`config.mk`:
```
export PLATFORM = sky130hd
export DESIGN_NAME = multicycle_ctrl
export DESIGN_NICKNAME = d
export VERILOG_FILES = /design/src/rtl/multicycle_ctrl_pkg.sv /design/src/rtl/multicycle_ctrl_mem_watchdog.sv /design/src/rtl/multicycle_ctrl.sv
export SDC_FILE = /design/constraint.sdc
export NUM_CORES = 1
export LEC_CHECK = 0
export ABC_AREA = 1
export CORE_UTILIZATION = 45
export CTS_BUF_LIST = sky130_fd_sc_hd__clkbuf_8
export DETAILED_ROUTE_END_ITERATION = 8
export HOLD_SLACK_MARGIN = 0.08
export PLACE_DENSITY_LB_ADDON = 0.05
export SLEW_MARGIN = 10
export SYNTH_ARGS = -nofsm -noshare
export SYNTH_HDL_FRONTEND = slang
export SYNTH_SLANG_ARGS = --single-unit
```
`constraint.sdc`:
```
create_clock -name clk -period 1.3 [get_ports clk]
set_clock_uncertainty 0.05 [all_clocks]
set_input_delay 0.325 -clock clk [delete_from_list [all_inputs] [get_ports clk]]
set_output_delay 0.325 -clock clk [all_outputs]
set_load 0.005 [all_outputs]
```
`src/rtl/multicycle_ctrl_pkg.sv`:
```
// multicycle_ctrl_pkg: opcodes, ALUOp codes and FSM states shared by the multicycle sequencer
package multicycle_ctrl_pkg;
  localparam logic [6:0] R_TYPE = 7'b0110011;
  localparam logic [6:0] I_TYPE = 7'b0010011;
  localparam logic [6:0] U_TYPE = 7'b0110111;
  localparam logic [6:0] LW     = 7'b0000011;
  localparam logic [6:0] SW     = 7'b0100011;
  localparam logic [6:0] BR     = 7'b1100011;
  localparam logic [6:0] JAL    = 7'b1101111;
  localparam logic [6:0] JALR   = 7'b1100111;

  localparam logic [1:0] ALU_ADD   = 2'b00;
  localparam logic [1:0] ALU_BR    = 2'b01;
  localparam logic [1:0] ALU_FUNCT = 2'b10;
  localparam logic [1:0] ALU_PASS  = 2'b11;

  typedef enum logic [2:0] {S_FETCH, S_DECODE, S_EXEC, S_MEM, S_WB, S_HALT} state_t;

  function automatic logic is_known(input logic [6:0] op);
    return op inside {R_TYPE, I_TYPE, U_TYPE, LW, SW, BR, JAL, JALR};
  endfunction
endpackage

```
`src/rtl/multicycle_ctrl_mem_watchdog.sv`:
```
// multicycle_ctrl_mem_watchdog: counts unanswered memory request cycles and flags a timeout
module multicycle_ctrl_mem_watchdog #(
  parameter int TIMEOUT = 16,
  parameter int CNT_W   = 8
) (
  input  logic clk,
  input  logic reset,
  input  logic clear,
  input  logic active,
  input  logic ready,
  output logic expired
);
  logic [CNT_W-1:0] r_cnt;
  // Wait counter: restarts per request, advances on every unanswered request cycle
  always_ff @(posedge clk) begin
    if (reset || clear) r_cnt <= '0;
    else if (active && !ready) r_cnt <= r_cnt + CNT_W'(1);
  end
  // Fires in the cycle the counter would reach TIMEOUT; a ready in that cycle still wins
  assign expired = active && !ready && (r_cnt == CNT_W'(TIMEOUT - 1));
endmodule

```
`src/rtl/multicycle_ctrl.sv`:
```
// multicycle_ctrl: FETCH/DECODE/EXEC/MEM/WB sequencer; MULTICYCLE_CTRL_ILLEGAL_TRAP_EN halts on unknown opcodes
module multicycle_ctrl
  import multicycle_ctrl_pkg::*;
#(
  parameter int TIMEOUT = 16,
  parameter int CNT_W   = 8
) (
  input  logic       clk,
  input  logic       reset,
  input  logic [6:0] Opcode,
  input  logic       mem_ready,
  output logic       mem_req,
  output logic       MemRead,
  output logic       MemWrite,
  output logic       iord,
  output logic       ir_write,
  output logic       pc_inc,
  output logic       pc_jump,
  output logic       Branch,
  output logic       ALUSrc,
  output logic [1:0] ALUOp,
  output logic       RegWrite,
  output logic       MemtoReg,
  output logic       link_sel,
  output logic       instr_done,
  output logic       bus_err,
`ifdef MULTICYCLE_CTRL_ILLEGAL_TRAP_EN
  output logic       halted,
  output logic       illegal_instr
`else
  output logic       halted
`endif
);
  state_t     r_state, w_next;
  logic [6:0] r_opcode;
  logic       r_bus_err;
  logic       w_active, w_clear, w_expired;

  assign w_active = (r_state == S_FETCH) || (r_state == S_MEM);
  assign w_clear  = !w_active || mem_ready;
  assign bus_err  = r_bus_err && !reset;

  multicycle_ctrl_mem_watchdog #(.TIMEOUT(TIMEOUT), .CNT_W(CNT_W)) u_wdog (
    .clk    (clk),
    .reset  (reset),
    .clear  (w_clear),
    .active (w_active),
    .ready  (mem_ready),
    .expired(w_expired)
  );

  // State, latched opcode and sticky bus error
  always_ff @(posedge clk) begin
    if (reset) begin
      r_state   <= S_FETCH;
      r_opcode  <= '0;
      r_bus_err <= 1'b0;
    end else begin
      r_state <= w_next;
      if (r_state == S_DECODE) r_opcode <= Opcode;
      if (w_expired) r_bus_err <= 1'b1;
    end
  end

`ifdef MULTICYCLE_CTRL_ILLEGAL_TRAP_EN
  logic r_illegal;
  // Sticky flag for an unrecognised opcode seen in DECODE
  always_ff @(posedge clk) begin
    if (reset) r_illegal <= 1'b0;
    else if (r_state == S_DECODE && !is_known(Opcode)) r_illegal <= 1'b1;
  end
  assign illegal_instr = r_illegal && !reset;
`endif

  // Next state and control strobes; everything is held low while reset is asserted
  always_comb begin
    w_next     = r_state;
    mem_req    = 1'b0;
    MemRead    = 1'b0;
    MemWrite   = 1'b0;
    iord       = 1'b0;
    ir_write   = 1'b0;
    pc_inc     = 1'b0;
    pc_jump    = 1'b0;
    Branch     = 1'b0;
    ALUSrc     = 1'b0;
    ALUOp      = ALU_ADD;
    RegWrite   = 1'b0;
    MemtoReg   = 1'b0;
    link_sel   = 1'b0;
    instr_done = 1'b0;
    halted     = 1'b0;
    if (!reset) begin
      case (r_state)
        S_FETCH: begin
          mem_req  = 1'b1;
          MemRead  = 1'b1;
          ir_write = mem_ready;
          pc_inc   = mem_ready;
          w_next   = mem_ready ? S_DECODE : w_expired ? S_HALT : S_FETCH;
        end
        S_DECODE: begin
`ifdef MULTICYCLE_CTRL_ILLEGAL_TRAP_EN
          w_next = is_known(Opcode) ? S_EXEC : S_HALT;
`else
          instr_done = !is_known(Opcode);
          w_next     = is_known(Opcode) ? S_EXEC : S_FETCH;
`endif
        end
        S_EXEC: begin
          case (r_opcode)
            R_TYPE: begin ALUOp = ALU_FUNCT; w_next = S_WB; end
            I_TYPE: begin ALUOp = ALU_FUNCT; ALUSrc = 1'b1; w_next = S_WB; end
            U_TYPE: begin ALUOp = ALU_PASS; ALUSrc = 1'b1; w_next = S_WB; end
            LW, SW: begin ALUSrc = 1'b1; w_next = S_MEM; end
            BR: begin ALUOp = ALU_BR; Branch = 1'b1; instr_done = 1'b1; w_next = S_FETCH; end
            JAL, JALR: begin ALUSrc = 1'b1; pc_jump = 1'b1; w_next = S_WB; end
            default: w_next = S_FETCH;
          endcase
        end
        S_MEM: begin
          mem_req    = 1'b1;
          iord       = 1'b1;
          MemRead    = r_opcode == LW;
          MemWrite   = r_opcode == SW;
          instr_done = mem_ready && r_opcode == SW;
          w_next     = mem_ready ? (r_opcode == LW ? S_WB : S_FETCH) : w_expired ? S_HALT : S_MEM;
        end
        S_WB: begin
          RegWrite   = 1'b1;
          MemtoReg   = r_opcode == LW;
          link_sel   = r_opcode == JAL || r_opcode == JALR;
          instr_done = 1'b1;
          w_next     = S_FETCH;
        end
        S_HALT: halted = 1'b1;
        default: w_next = S_FETCH;
      endcase
    end
  end
endmodule

```
# --- After elaboration in Yosys (flattened, before gate mapping) ---
# Index checks and enable logic that the tools add are counted.
classes:
  eq_ne: 22
  n_mux: 40
  n_reduce_logical: 20
  n_addsub: 1
ops:
  columns: ["op", "n"]
  rows:
  - ["$eq A7 B6 Y1 const B", 6]
  - ["$eq A7 B7 Y1 const B", 6]
  - ["$mux W1", 27]
  - ["$mux W3", 5]
  - ["$pmux W3 S5", 1]
  - ["$eq A7 B2 Y1 const B", 2]
  - ["$eq A7 B5 Y1 const B", 2]
  - ["$add A8 B1 Y8 const B", 1]
  - ["$eq A8 B4 Y1 const B", 1]
  - ["$reduce_bool A8 Y1", 1]
  - ["$reduce_or A2 Y1", 4]
  - ["$eq A3 B2 Y1 const B", 2]
  - ["$eq A3 B3 Y1 const B", 2]
  - ["$mux W2", 3]
  - ["$pmux W2 S3", 1]
  - ["$pmux W3 S2", 1]
  - ["$reduce_or A6 Y1", 1]
  - ["$reduce_or A5 Y1", 1]
  - ["$logic_and A1 B1 Y1", 4]
  - ["$logic_not A1 Y1", 4]
  - ["$logic_or A1 B1 Y1", 4]
  - ["$pmux W1 S4", 1]
  - ["$eq A3 B1 Y1 const B", 1]
  - ["$logic_not A3 Y1", 1]
  - ["$pmux W1 S2", 1]
word_totals:
  output_inout_bits: 17
  regBits: 19
  input_bits: 10
  wordCells: 87

# --- Logic depth before layout (Yosys ltp) ---
logic_depth:
  depth_word: 7
  ltp_mapped: 9

# --- Modules after synthesis ---
# A second synthesis with hierarchy kept.
hier_totals:
  hier_cells: 192
  hier_area_um2: 1178.6
modules_own_cells:
  columns: ["mod", "area_each_um2", "instances", "cells_per_inst"]
  rows:
  - ["multicycle_ctrl", 778.2, 1, 136]
  - ["multicycle_ctrl_mem_watchdog", 400.4, 1, 56]

# --- Worst setup path after synthesis ---
# No wires, ideal clock.
synth_timing:
  path_type: "input -> output"
  start: "input reset"
  end: "output ALUOp[0]"
  t_arrival_ns: 1.055
  required_ns: 0.925
  path_slack_ns: -0.130
  stages: 6
  path_cell_list: "buf_2 > nor2_1 > inv_1 > nor2_1 > inv_2 > o22ai_1"
synth_via:
  elab_chain_len: 1
synth_rtl:
  columns: ["element", "line_no", "text"]
  rows:
  - ["from (decl)", "multicycle_ctrl.sv:9", "input logic reset,"]
  - ["$mux W2", "multicycle_ctrl.sv:93", "if (!reset) begin"]
  - ["to (decl)", "multicycle_ctrl.sv:21", "output logic [1:0] ALUOp,"]
# No other way between the ends.

# --- Worst setup path in the final report ---
layout_timing:
  start: "register r_state[0]"
  end: "output instr_done"
layout_via:
  elab_chain_len: 3
  elab_cells_between_ends: 6
  cone_classes: "4 x eq/ne; 2 x mux"
layout_rtl:
  columns: ["element", "line_no", "text"]
  rows:
  - ["from (decl)", "multicycle_ctrl.sv:34", "state_t r_state, w_next;"]
  - ["from (signal assigned)", "multicycle_ctrl.sv:59", "r_state <= w_next;"]
  - ["$eq A3 B3 Y1 (tied with other cells)", "multicycle_ctrl.sv:94", "case (r_state)"]
  - ["$pmux W1 S4 *", "multicycle_ctrl.sv:94", null]
  - ["$mux W1 *", "multicycle_ctrl.sv:93", null]
  - ["to (decl)", "multicycle_ctrl.sv:25", "output logic instr_done,"]
# Mark *: on every way between the ends. The rest lies on a longest branch, timed or not.

==> flow_summary_export.csv <==
group,metric,value,unit
placement,hpwl,2393,µm
layout,finalNonFillerCells,282,
floorplanning,die_x,51.21,µm
floorplanning,start_util,0.4834,
layout,syn2layout_area_growth,101.0,%
routing,drt_iter0_drc,130,
logic_synthesis,syn_nets,176,
sta,post-route-period-util,1.536,
global_routing,grt_max_degree,12,
setup_path,crit_family,"simple AND/OR/NAND/NOR gates",
sta,drv_slew,0,
pwr,power,0.001433,W
global_routing,grt.overflow.total,0,
setup_path,path_cells,"inv_2 > nand2_1 > nor2_4 > nand3_4 > o21ai_2 > inv_2 > nand2_1 > nand2_1 > nand2_2 > buf_6",
hold_path,hold_class,"input port to flip-flop",
setup_path,timing.rr.start,"r_state[0]",
flow_run,maxCapViolations,0,
logic_synthesis,ys_seq_area_frac,0.3490,
floorplanning,fp.coreArea,2255,µm²
sta,final.setup.tns,-11210,ps
pwr,cellPowerDensity,654.2,nW/µm²
logic_synthesis,synth-compound-area-share,0.1699,
clock_tree,cts_buffers,3,
routing,wl,6241,µm
logic_synthesis,synthMuxAreaShare,0,
sta,max_freq,500.8,MHz
logic_synthesis,synthXorXnorAreaFrac,0.02411,
sta,final.min_clock_period,1997,ps
clock_tree,ctsLongestPathBuffers,2,
clock_tree,htree_num_levels,1,
placement,dp.cells,250,
placement,gp_congestion,0.8557,
pwr,p_leak,1.023,nW
setup_path,slowest_delay,340,ps
clock_tree,cts_root_buf,"clkbuf_8",
routing,avgRoutedWirePerCell,22.13,µm
clock_tree,hold_buffers,0,
routing,num_vias,1782,
setup_path,crit_start,"r_state[0]",
global_routing,grt_pass1_vias,1658,
logic_synthesis,synth_top_family_by_area,"simple AND/OR/NAND/NOR gates",
setup_path,cp-start-kind,"flip-flop",
layout,fin_nets,266,
logic_synthesis,ys_types,29,
setup_path,worst_setup_path_end_kind,"output port",
logic_synthesis,yosys_warnings,0,
sta,maxSlewHeadroom,0.8078,
layout,num_antenna_cells,0,
layout,layout_common_cells,"buf_4 (44), buf_6 (22), nand2_1 (19), nor2_1 (17), buf_2 (13)",
global_routing,antenna_found_initial,0,
layout,drive_above_1_share,0.6457,
sta,setup_violations,35,
setup_path,path_class,"flip-flop to output port",
sta,setup_ws,-697.0,ps
routing,vias_per_cell,6.319,
logic_synthesis,netlist_instances,165,
sta,worstMarginPinSlew,287.5,ps
sta,rsz0062_at_grt,"yes",
status,violations,"negative setup slack",
floorplanning,num_rows,17,
pwr,irDropWorstVdd,0.9437,mV
logic_synthesis,syn_area,1090,µm²
setup_path,crit_required,930,ps
setup_path,crit_fanout,3,
logic_synthesis,synth_fa_ha_area_frac,0.01148,
floorplanning,io_pins,27,
routing,first_pass_iters,4,
sta,hold_viol,0,
routing,antenna_left,0,
logic_synthesis,synthSimpleGateAreaFrac,0.3513,
setup_path,worstPathArrival,1620,ps
clock_tree,cts.sinks,19,
floorplanning,die-area,2622,µm²
layout,utilization,0.9717,
clock_tree,path_clk_slew,80,ps
logic_synthesis,ys_ff_latch,19,
global_routing,grt_pass1_wl,7576,µm
layout,final_common_cell,"buf_4",
setup_path,cpMaxStageDelayCell,"dfxtp_2",
setup_path,cp_num_buf_inv,3,
status,status,"finished, violations left",
clock_tree,insertion_delay,270,ps
hold_path,min_from,"Opcode[3]",
placement,port_buffers,26,
floorplanning,die_h,51.21,µm
routing,drt_drc_violations_left,0,
logic_synthesis,postSynthAreaPerCell,6.605,µm²
global_routing,grt_usage,0.4005,
clock_tree,cts_tree,"done",
setup_path,crit_top_cell,"nand2_1",
## logic make-up after synthesis
family	count (synthesis)
AND/OR/NAND/NOR	85
AO/OA/AOI/OAI	33
XOR/XNOR	3
adder cells (fa/ha/maj)	1
flip-flops	19
buffers and inverters	24
## routing by layer
| layer | up-vias | global-route usage | wire, µm | share of wire |
|---|---|---|---|---|
| met5 | - | 0 | 0 | 0 |
| met1 | 813 | 0.4296 | 2027 | 0.32 |
| met3 | 74 | 0.08929 | 711 | 0.11 |
| li1 | 716 | - | - | - |
| met2 | 179 | 0.6776 | 2887 | 0.46 |
| met4 | 0 | 0.3063 | 615 | 0.099 |
## power by group
group / switching, W / internal [W] / leakage (nW)
registers: 0.0000189 / 0.000601 / 0.159
logic: 0.000208 / 0.000172 / 0.837
clock network: 0.000222 / 0.000211 / 0.0269
## registers in the layout, indices dropped and copies added (netlist names)
signal	cells
u_wdog.r_cnt	8
r_opcode	7
r_state	3
r_bus_err	1
## synthesized netlist by cell type (all sizes together)
library cell / number / area [µm²]
nor3: 4 / 20.02
nor2: 35 / 138.9
dfxtp: 19 / 380.4
nor3b: 2 / 25.02
xnor2: 1 / 8.760
o22ai: 1 / 6.260
nand3: 7 / 40.04
a21oi: 14 / 77.58
ha: 1 / 12.51
xor2: 2 / 17.52
nand4: 3 / 18.77
inv: 21 / 78.83
nand2: 32 / 125.1
a31oi: 2 / 12.51
a21boi: 1 / 7.510
o211ai: 1 / 7.510
or2: 2 / 15.02
buf: 3 / 23.77
o21ai: 14 / 73.82
## repair_timing
| action | in CTS | in global routing |
|---|---|---|
| setup buffers | 24 | 8 |
| pin swaps | 37 | 16 |
| setup endpoints to repair | 35 | 34 |
| gates resized for setup | 145 | 38 |
## worst paths after layout
| kind | endpoint | slack, ps | cells after the start |
|---|---|---|---|
| max | instr_done | -700 | 10 |
| min | r_opcode[3] | 400 | 3 |
| max reg2reg | r_state[0] | -430 | 10 |
| min reg2reg | r_bus_err | 440 | 2 |
## layout make-up
class                           instances  area [µm²]
Multi-Input combinational cell        122       889.6
Timing Repair Buffer                   88       733.2
Sequential cell                        19       396.6
Inverter                               21       91.34
Fill cell                              39       63.81
Clock buffer                            3       41.29
Tap cell                               28       35.03
Clock inverter                          1       3.754
## per-stage QoR
step	setup slack (ps)	instance area [µm²]	hold WS (ps)
6_report	-697.0	2191	396.7
2_1_floorplan	-45.23	1144	367.6
4_1_cts	-537.4	2017	410.9
3_3_place_gp	-890.7	1655	400.2
5_1_grt	-783.3	2191	424.6
3_5_place_dp	-942.0	1655	416.6
## worst reg2reg max path, stage by stage, from the launching register on
cell and delay (ps):
dfxtp_2 360, inv_2 60, or2_4 250, nor2_2 150, nand2_1 120, buf_4 150
buf_4 130, buf_6 110, buf_6 100, buf_4 120, nand2_1 50
(Power assumes the default switching activity.)
